## config.mk

```make
export PLATFORM = sky130hd
export DESIGN_NAME = sram_1r1w_fifo_ctrl
export DESIGN_NICKNAME = d
export VERILOG_FILES = /design/src/rtl/sram_1r1w_fifo_ctrl.sv
export SDC_FILE = /design/constraint.sdc
export NUM_CORES = 1
export LEC_CHECK = 0
export CORE_MARGIN = 4
export CORE_UTILIZATION = 30
export DETAILED_ROUTE_END_ITERATION = 16
export MAX_ROUTING_LAYER = met4
export PLACE_DENSITY = 0.61
export SYNTH_ARGS = -nofsm -noshare
export SYNTH_HDL_FRONTEND = slang
export SYNTH_SLANG_ARGS = --single-unit
```

## constraint.sdc

```tcl
create_clock -name clock -period 5.8 [get_ports clock]
set_input_delay 1.16 -clock clock [delete_from_list [all_inputs] [get_ports clock]]
set_output_delay 1.16 -clock clock [all_outputs]
set_load 0.02 [all_outputs]
```

## src/rtl/sram_1r1w_fifo_ctrl.sv

```systemverilog
// Valid/ready FIFO built on an external 1R1W SRAM macro with one-cycle read latency.
// A two-entry skid buffer behind the macro read port hides the latency for full throughput.
module sram_1r1w_fifo_ctrl #(
    parameter int DATA_W = 10,
    parameter int ADDR_W = 3,
    parameter int DEPTH  = 8
) (
    input  logic                clock,
    input  logic                reset,
    input  logic                enq_valid,
    output logic                enq_ready,
    input  logic [DATA_W-1:0]   enq_bits,
    output logic                deq_valid,
    input  logic                deq_ready,
    output logic [DATA_W-1:0]   deq_bits,
    output logic [ADDR_W+1:0]   count,
    output logic [ADDR_W-1:0]   W0_addr,
    output logic                W0_en,
    output logic [DATA_W-1:0]   W0_data,
    output logic [ADDR_W-1:0]   R0_addr,
    output logic                R0_en,
    input  logic [DATA_W-1:0]   R0_data
);

    localparam logic [ADDR_W:0] RAM_FULL = (ADDR_W+1)'(DEPTH);

    logic [ADDR_W-1:0] wptr_q, wptr_d;
    logic [ADDR_W-1:0] rptr_q, rptr_d;
    logic [ADDR_W:0]   ram_cnt_q, ram_cnt_d;
    logic              inflight_q, inflight_d;
    logic [1:0]        skid_cnt_q, skid_cnt_d;
    logic [DATA_W-1:0] skid0_q, skid0_d;
    logic [DATA_W-1:0] skid1_q, skid1_d;

    logic       enq_fire;
    logic       deq_fire;
    logic       rd_issue;
    logic [1:0] occ;

    always_comb begin
        enq_ready = (ram_cnt_q != RAM_FULL);
        enq_fire  = enq_valid & enq_ready;
        deq_valid = (skid_cnt_q != 2'd0);
        deq_bits  = skid0_q;
        deq_fire  = deq_valid & deq_ready;
        occ       = skid_cnt_q + {1'b0, inflight_q};
        // A pop this cycle frees a slot, so a read may issue even when skid+inflight is 2.
        rd_issue  = (ram_cnt_q != '0) & ((occ < 2'd2) | deq_fire);

        W0_en   = enq_fire;
        W0_addr = wptr_q;
        W0_data = enq_bits;
        R0_en   = rd_issue;
        R0_addr = rptr_q;

        count = {1'b0, ram_cnt_q}
              + {{ADDR_W{1'b0}}, skid_cnt_q}
              + {{(ADDR_W+1){1'b0}}, inflight_q};
    end

    always_comb begin
        wptr_d     = enq_fire ? wptr_q + 1'b1 : wptr_q;
        rptr_d     = rd_issue ? rptr_q + 1'b1 : rptr_q;
        ram_cnt_d  = ram_cnt_q + {{ADDR_W{1'b0}}, enq_fire} - {{ADDR_W{1'b0}}, rd_issue};
        inflight_d = rd_issue;
        skid_cnt_d = skid_cnt_q;
        skid0_d    = skid0_q;
        skid1_d    = skid1_q;

        // Returning read data (inflight) lands in the tail slot left after any pop.
        unique case ({deq_fire, inflight_q})
            2'b10: begin
                skid0_d    = skid1_q;
                skid_cnt_d = skid_cnt_q - 2'd1;
            end
            2'b01: begin
                if (skid_cnt_q == 2'd0) skid0_d = R0_data;
                else                    skid1_d = R0_data;
                skid_cnt_d = skid_cnt_q + 2'd1;
            end
            2'b11: begin
                if (skid_cnt_q == 2'd1) begin
                    skid0_d = R0_data;
                end else begin
                    skid0_d = skid1_q;
                    skid1_d = R0_data;
                end
            end
            default: ;
        endcase
    end

    always_ff @(posedge clock or posedge reset) begin
        if (reset) begin
            wptr_q     <= '0;
            rptr_q     <= '0;
            ram_cnt_q  <= '0;
            inflight_q <= 1'b0;
            skid_cnt_q <= '0;
        end else begin
            wptr_q     <= wptr_d;
            rptr_q     <= rptr_d;
            ram_cnt_q  <= ram_cnt_d;
            inflight_q <= inflight_d;
            skid_cnt_q <= skid_cnt_d;
        end
    end

    // Payload storage carries no reset; skid_cnt_q alone decides what is valid.
    always_ff @(posedge clock) begin
        skid0_q <= skid0_d;
        skid1_q <= skid1_d;
    end

endmodule

```

==> out/results.txt <==
For the final weighted congestion in routability-driven placement, the log shows 0.787. The run gives 2390 sq um as the cell area after layout. The logs give 0.161 for the global routing usage on met2 and 0 for the quantity of gates resized following cts. The worst setup path is launched from an input port. The share of total power in combinational logic is 0.592.

Power share of the clock group: 0.104. The share of the clock period used by the worst path was 0.733. The clock tree synthesis step divided the H-tree into 2 levels.

In this run the static leakage power is 0.978 nW. The quantity of I/O buffers inserted on ports was 38; the remaining global-route overflow was 0. At the worst endpoint, the required time is 4.64 ns. Area of the placeable core: 6100 sq um.

Synthesis inferred 33 register bits. For the sequential share of power, the log shows 0.304. The tools report the storage element area as 926 sq um. The first routing iteration left 52 violations. The number of vias per cell was 4.75. The post-layout minimum cycle time was 4.25 ns.

The layer flagged by global routing as most heavily used is met2. The kind of critical path is in -> out. In this run the power density over the cells is 696 nW/um^2. The remaining antenna violation count after routing came out at 0.

For the pin with the worst max-slew slack, the measured transition is 0.763 ns. The per-instance average area after synthesis came out at 11.5 sq um. In this run the horizontal extent of the chip is 88.2 microns. The number of buffers inserted by hold repair at cts was 0.

The number of antenna diodes in the final layout is 0. Synthesis-to-finish area growth: 23.7%. The path type of the worst min-delay path is reg -> reg. The run gives 0.392 as the final standard cell utilization of the core.

The clock transition time at the flip-flop clock pins of the worst setup and hold paths was 0.07 ns; the worst slew margin relative to its limit was 0.490. The type of element capturing the critical path was an output pin. Clock net sink count: 33. For the largest net degree at the start of global routing, the log shows 14. For this design the total switching power over the nets is 698 uW. The synthesized instance count was 168. The number of design rule violations left after detail routing was 0.

The number of violations of the max-capacitance limit was 0. The post-route worst setup slack was 1.55 ns. Cell internal power was estimated by the tool at 964 uW. The routed wirelength normalized by instance count came out at 14.0 microns. For the final routed wirelength across all metal layers, the log shows 3840 microns. Once layout is complete, the cells apart from fillers number 274. After synthesis the cells add up to 1930 sq um. The run gives 0.480 as the sequential element share of the synthesized area. The logs give 0.148 for the global routing met1 resource utilization and 1301 for the via count of the routed design. By area the synthesized netlist is led by edfxtp_1, dfrtp_1, ha_1, mux2_2, nand2_1. Timing would allow up to 235 MHz.

Fraction of post-synthesis cell area in the top cell type by area: 0.311. The starting utilization of the core area is 0.317, and the total setup violations reported at the end of the flow is 0. The number of antenna violations at the first check in global routing is 0. The die covers 7780 sq um. The tools report the number of top-level pins as 59.

After synthesis, the netlist uses 36 different library cells. The filler cells instantiated in the layout total 622. The number of warnings printed during yosys synthesis was 0. Biggest area consumer among synthesized cells: edfxtp_1. For this run, the detailed router's first-pass iteration total came to 4.

The run gives 0.404 mV as the maximum ir drop on the vdd rail. Setup repair after global routing left no endpoint under its margin. The clock passes through at most 2 buffers. Along the worst path, the maximum fanout reaches 6. The number of nets in the layout was 239. The root buffer selected by CTS was clkbuf_8.

In the final timing run, aggregate negative setup slack is 0 ns. TritonCTS built the clock tree. The logs give 2300 sq um for the placed instance area and 0 for the max-slew violation count. The logs give 2740 microns for the post-detailed-placement half-perimeter wirelength and 0.0395 for the fraction of met3 tracks used by global routing.

The flow ran to the end, and the final reports show no timing, DRC or antenna violations. The logs give 209 for the post-synth net total and 845 sq um for the area occupied by multi-input gates. The fraction of layout cells with a size suffix above 1 was 0.126. The first global-routing pass estimated 6350 microns of wire. For the overall track demand over capacity in global routing, the log shows 0.113. The die is 88.2 microns tall. Clock latency on the worst-skew pair, taken at its later pin, is 0.29 ns. The logs give 5 for the total clock buffers created by CTS and 3.09 ns for the data arrival time at the worst-slack endpoint. The number of core rows is 28, and the post-place setup slack is 1.56 ns.

In this run, placement finished with an instance count of 266. Across the routed clock network, the largest skew measured is 0.00177 ns. After clock tree synthesis, the setup repair step added 0 buffers. The final count of hold timing violations was 0; the share of total power consumed by net switching was 0.420. The number of global-route vias before repair is 1279.
==> kinds of logic (layout without fill, tap and decap cells) <==
kind of cell	after synthesis	in the layout	synth area share
compound gates	24	24	0.0940
xor+xnor	8	8	0.0363
simple gates	45	45	0.121
fa+ha+maj	17	17	0.122
flops	33	33	0.480
mux	11	11	0.0642
buf+inv	30	61	0.0824
==> metrics by stage <==
step | power (mW) | hold slack [ns]
after floorplan | 1.16 | 0.529
after global placement | 1.48 | 0.476
after CTS | 1.68 | 0.495
after detailed placement | 1.50 | 0.470
after global routing | 1.81 | 0.535
final | 1.66 | 0.492
==> worst max-delay path, stage by stage <==
cell	delay [ns]
clkdlybuf4s50_1	0.45
nor2b_1	0.36
inv_1	0.19
o21ai_0	0.11
and2_2	0.20
clkdlybuf4s50_1	0.61
==> layer usage <==
metal / part of all wire / vias up
li1: - / 642
met5: 0 / -
met1: 0.48 / 616
met4: 0.015 / 0
met3: 0.063 / 7
met2: 0.44 / 36
==> cell usage after synthesis, drive strengths merged <==
cell type and instances:
a21bo 1, a21boi 1, a21o 1, a21oi 2, a22o 1, a22oi 10, a311oi 1, a31oi 1
and2 2, and3b 1, and4bb 2, buf 13, clkbuf 2, dfrtp 13, edfxtp 20, fa 3
ha 14, inv 15, mux2 11, nand2 24, nand3 4, nand3b 1, nand4 3, nor2 3
nor2b 3, o2111ai 1, o211ai 3, o21ai 2, or3b 2, xnor2 5, xor2 3
==> flip-flops by register name, indices dropped and copies added, names as in the netlist <==
name,cells
deq_bits,10
ram_cnt_q,4
skid_cnt_q,2
R0_addr,3
W0_addr,3
skid1_q,10
inflight_q,1
==> path summary, 6_finish.rpt <==
check	start	end	slack, ns	depth (start not counted)
setup / recovery	deq_ready	R0_en	1.55	6
hold / removal	W0_addr[2]$_DFFE_PP0P_	W0_addr[2]$_DFFE_PP0P_	0.49	1
setup reg to reg	skid_cnt_q[0]$_DFFE_PP0P_	skid1_q[7]$_DFFE_PP_	2.65	7
hold reg to reg	W0_addr[2]$_DFFE_PP0P_	W0_addr[2]$_DFFE_PP0P_	0.49	1
max in group asynchronous	reset	ram_cnt_q[3]$_DFF_PP0_	4.23	2
min in group asynchronous	reset	W0_addr[1]$_DFFE_PP0P_	1.21	2
==> final cells by class <==
class | instances | share of cell area
tap | 75 | 0.0393
timing repair buffer | 38 | 0.159
inverter | 15 | 0.0236
multi-input combinational | 105 | 0.354
clock inverter | 3 | 0.00734
sequential | 33 | 0.388
clock buffer | 5 | 0.0288
==> cells in the final DEF (no fill, tap or decap) <==
cell / instances
clkdlybuf4s50_1: 38
nand2_1: 24
edfxtp_1: 20
inv_1: 15
ha_1: 14
dfrtp_1: 13
mux2_2: 11
a22oi_1: 10
xnor2_1: 5
clkbuf_8: 5
nand3_1: 4
nor2b_1: 3
o211ai_1: 3
nand4_1: 3
xor2_1: 3
nor2_1: 3
fa_1: 3
o21ai_0: 2
and4bb_2: 2
a21oi_1: 2
clkinv_2: 2
or3b_1: 1
a21boi_0: 1
and3b_1: 1
and2_2: 1
a21bo_2: 1
nand3b_1: 1
a311oi_2: 1
or3b_4: 1
and2_1: 1
a21o_1: 1
a22o_1: 1
o2111ai_1: 1
a31oi_1: 1
clkinvlp_4: 1
==> power by group through the flow <==
stage / clock [mW] / combinational (mW) / sequential (mW)
finish: 0.172 / 0.985 / 0.505
floorplan: 0 / 0.595 / 0.566
detailed placement: 0 / 0.988 / 0.513
CTS: 0.179 / 0.998 / 0.507
global placement: 0 / 0.974 / 0.509
global route: 0.192 / 1.10 / 0.522
Power figures use the tool's default switching activity.
==> variant 1 (same flow settings) <==
Reset style: synchronous (`reset`), changed in one clocked block.
--- a/src/rtl/sram_1r1w_fifo_ctrl.sv
+++ b/src/rtl/sram_1r1w_fifo_ctrl.sv
@@ -92,3 +92,3 @@
 
-    always_ff @(posedge clock or posedge reset) begin
+    always_ff @(posedge clock) begin
         if (reset) begin
Formal check against the unedited RTL: differs if reset is asserted again (counterexample within 4 cycles, from zero or initial values and one cycle with reset high); with reset held inactive, the same outputs for 10 cycles.
==> variant 1 against the unedited design <==
  * Register-to-register slack barely moved
  * First-iteration DRC count up 15%
  * Global-route usage grew 0.11 points
  * Worst setup slack about the same
  * Cell count rose by 7.7%
  * Area after synthesis increased by 1.0%
  * Combinational power decreased by 21%
  * Critical path depth is 1 lower
  * Total power decreased by 17%
  * Sequential cell count unchanged
  * Via count up 8.6%
  * Wire length is 2.3% higher
  * Design area is 0.68% higher
==> variant 1: results (changes against the unedited design) <==
Yosys
  – Yosys cell types: 38 (+5.6%)
  – FFs w/ async S/R, synth: 0 (-0.394)
  – Post-synthesis compound-gate area fraction: 0.106 (+0.0119)
  – Main synth FF type: edfxtp_1
  – Leading post-synthesis cells by instance count: 25 x nand2_1, 20 x edfxtp_1, 15 x inv_1
  – Post-synthesis mux area share: 0.0687 (+0.00448)
  – Post-Syn Instances: 189 (+13%)
  – Top cells by area, synth: edfxtp_1 31%, dfxtp_1 13%, ha_1 9.0%
  – XOR/XNOR Fraction of Synth Area: 0.0225 (-0.0139)
  – Post-synth EDFFs: 20 (unchanged)
  – Seq/Total Area, Yosys: 0.442 (-0.0383)
  – Syn_nets: 230 (+10%)
  – Adder-cell area share of the yosys netlist: 0.121 (-0.00125)

Global route
  – Number of global-route vias before repair: 1422 (+11%)
  – Pin count of the biggest net entering global routing: 19 (+5)
  – Wire length of the first global-routing pass: 6.69 mm (+5.2%)
  – Initial antenna violation count: 0 (unchanged)
  – GRT Overall Usage: 0.114 (+0.00112)

Routing
  – Vias per inst: 4.79 (+0.88%)
  – Total Routed Length: 3.93 mm (+2.3%)
  – DR iter-0 viols: 60 (+15%)

Clock tree
  – CTS Root Cell: clkbuf_8
  – Worst-skew pair later-pin latency: 0.29 ns (about the same)
  – Post-CTS resize count: 0 (unchanged)
  – Total CTS buffers: 5 (unchanged)
  – CTS Buffer Depth: 2 (unchanged)

Pwr
  – Internal power: 0.821 mW (-15%)
  – Worst IR Drop VDD: 0.377 mV (-6.7%)
  – P_leak: 0.947 nW (-3.2%)
  – Sequential fraction of design power: 0.319 (+0.015)

Placed design
  – Input/output buffers: 38 (unchanged)
  – RD Place Congestion: 0.836 (+6.1%)
  – Placed cell count: 287 (+7.9%)
  – DP Area: 0.00232 sq mm (+0.87%)
  – Placed wire-length estimate: 2.79 mm (+1.9%)

Layout
  – Total Nets Final: 258 (+7.9%)
  – Fraction of layout instances using a drive strength above 1: 0.106 (-0.0201)
  – Non-filler instance count after layout: 295 (+7.7%)

Worst setup path
  – Critical Path Start: deq_ready
  – Crit Path Max Fanout: 7 (+1)
  – Slowest CP cell: clkdlybuf4s50_1
  – Critical R2R Launch: skid_cnt_q[0]
  – RR Endpoint: skid1_q[4]
  – Worst setup path end: R0_en
  – FF-to-FF setup slack: 2.64 ns (about the same)
  – CP peak stage delay: 0.65 ns (+0.04 ns)
  – CP top delay family: buffers and inverters

Outcome
  – Outcome: finished clean

STA
  – Slew @ Worst Pin: 0.784 ns (+0.0208 ns)
  – Setup Skew: 0.00644 ns (+0.00467 ns)

Worst hold path
  – Hold Path End: W0_addr[0]
  – Hold Path Class: flip-flop to flip-flop
  – Hold Startpoint: W0_addr[0]
  – Hold path depth: 2 (+1)
==> variant 1: final cells by class <==
type,instances,area [sq um]
clock buffer,6,72.6
clock inverter,2,10.0
fill,650,3910
inverter,16,60.1
multi-input combinational,123,923
sequential,33,861
tap,77,96.3
timing repair buffer,38,380
==> variant 1: metal layers <==
metal	up-vias	global-route usage	wire length [um]
li1	707	-	-
met4	0	0.0426	63
met1	651	0.139	1810
met5	-	-	0
met3	6	0.0410	348
met2	49	0.173	1710
==> variant 1: per-stage QoR <==
| step | hold WS (ns) | power [mW] | setup WS (ns) |
|---|---|---|---|
| finish | 0.513 | 1.39 | 1.55 |
| global route | 0.552 | 1.52 | 1.40 |
| detailed placement | 0.503 | 1.23 | 1.58 |
| global placement | 0.506 | 1.22 | 1.62 |
| floorplan | 0.529 | 0.975 | 2.51 |
| CTS | 0.518 | 1.41 | 1.56 |
==> variant 1: tightest hold or removal path: stages, from the launching register on <==
cell and delay (ns):
dfxtp_1 0.33, o21ai_0 0.08, a21oi_1 0.06
==> variant 2 (same settings) <==
Made on the original files. Change the parameter `DATA_W` from 10 to 8.
--- a/src/rtl/sram_1r1w_fifo_ctrl.sv
+++ b/src/rtl/sram_1r1w_fifo_ctrl.sv
@@ -3,3 +3,3 @@
 module sram_1r1w_fifo_ctrl #(
-    parameter int DATA_W = 10,
+    parameter int DATA_W = 8,
     parameter int ADDR_W = 3,
Interface: changed (resized R0_data, W0_data, deq_bits and enq_bits); port bits go from 59 to 51. The function was not compared with the original's and may differ.
==> variant 2 against the unedited design <==
  * Wire length is 11% lower
  * Largest cell class unchanged
  * Critical path type unchanged
  * Design area is 8.9% lower
  * Sequential cell count is 4 lower
  * Highest routed layer unchanged
  * Worst setup slack worse by 0.021 ns
  * Area after synthesis is 9.9% lower
  * Register-to-register slack better by 0.10 ns
  * Total power is 8.0% lower
  * First-iteration DRC count is 25% higher
==> variant 2: results (changes against the unedited design) <==
Layout
  – Non-filler instance count after layout: 255 (-6.9%)
  – Filler Cells Inserted: 547 (-12%)
  – Fraction of layout instances using a drive strength above 1: 0.126 (about the same)
  – Total Nets Final: 219 (-8.4%)

Outcome
  – Outcome: finished clean

Worst setup path
  – Critical R2R Launch: skid_cnt_q[1]
  – FF-to-FF setup slack: 2.75 ns (+0.10 ns)

STA
  – Setup Skew: 0.0140 ns (+0.0122 ns)
  – Final hold slack: 0.496 ns (+0.00493 ns)
  – Rel. slew slack: 0.554 (+0.0641)

Placed design
  – Setup WS pre-CTS: 1.53 ns (-0.0309 ns)
  – Placed wire-length estimate: 2.49 mm (-8.9%)
  – DP Area: 0.00208 sq mm (-9.4%)
  – RD Place Congestion: 0.771 (-2.1%)
  – Placed cell count: 247 (-7.1%)

Global route
  – Wire length of the first global-routing pass: 5.70 mm (-10%)
  – GRT Overall Usage: 0.105 (-0.00766)

Yosys
  – FFs w/ async S/R, synth: 0.448 (+0.0543)
  – Seq/Total Area, Yosys: 0.463 (-0.0166)
  – Syn_nets: 190 (-9.1%)
  – Top cells by area, synth: edfxtp_1 28%, dfrtp_1 19%, ha_1 10%
  – Yosys cell types: 35 (-2.8%)
  – Post-synth EDFFs: 16 (-20%)
  – Mean Syn Cell Area: 11.4 sq um (-1.0%)

Routing
  – Vias per inst: 4.78 (+0.60%)
  – DR WL/cell: 13.4 um (-4.4%)
  – DR iter-0 viols: 65 (+25%)

Pwr
  – Worst IR Drop VDD: 0.479 mV (+19%)
==> variant 2: changes by cell type after synthesis <==
cell | before | now
edfxtp_1 | 20 | 16
nand2_1 | 24 | 20
a22oi_1 | 10 | 8
buf_4 | 10 | 8
mux2_2 | 11 | 9
buf_1 | 1 | 0
buf_2 | 1 | 2
clkbuf_1 | 2 | 1
==> variant 2: cell families after synthesis <==
logic type               after synthesis  share of synthesized area
adder cells (fa/ha/maj)               17                      0.135
flip-flops                            29                      0.463
AND/OR/NAND/NOR                       41                      0.126
multiplexers                           9                     0.0583
AO/OA/AOI/OAI                         22                     0.0957
buffers and inverters                 27                     0.0813
XOR/XNOR                               8                     0.0403
==> variant 2: worst max path at each step <==
stage / slack [ns] / cells after the start / startpoint / end
after floorplan: 2.76 / 4 / deq_ready / R0_en
after detailed placement: 1.53 / 6 / deq_ready / R0_en
after global routing: 1.40 / 6 / deq_ready / R0_en
final: 1.53 / 6 / deq_ready / R0_en
after global placement: 1.57 / 6 / deq_ready / R0_en
after CTS: 1.52 / 6 / deq_ready / R0_en
==> variant 2: power breakdown <==
group | switching, mW | internal, mW | leakage (nW)
logic | 0.479 | 0.439 | 0.548
registers | 0.0848 | 0.359 | 0.307
clock network | 0.0839 | 0.0840 | 0.0364
==> variant 2: cell type report <==
class / instances / area, sq um / share of cell area
clock buffers: 5 / 68.8 / 0.0316
repair buffers: 34 / 340 / 0.156
flip-flops and latches: 29 / 806 / 0.370
multi-input cells: 97 / 792 / 0.364
clock inverters: 3 / 22.5 / 0.0104
inverters: 15 / 56.3 / 0.0259
well taps: 72 / 90.1 / 0.0414
==> variant 2: routing by layer <==
metal / global-route usage / wire length (um)
met3: 0.0294 / 214
met4: 0.0556 / 85
met5: - / 0
met2: 0.148 / 1440
met1: 0.137 / 1680
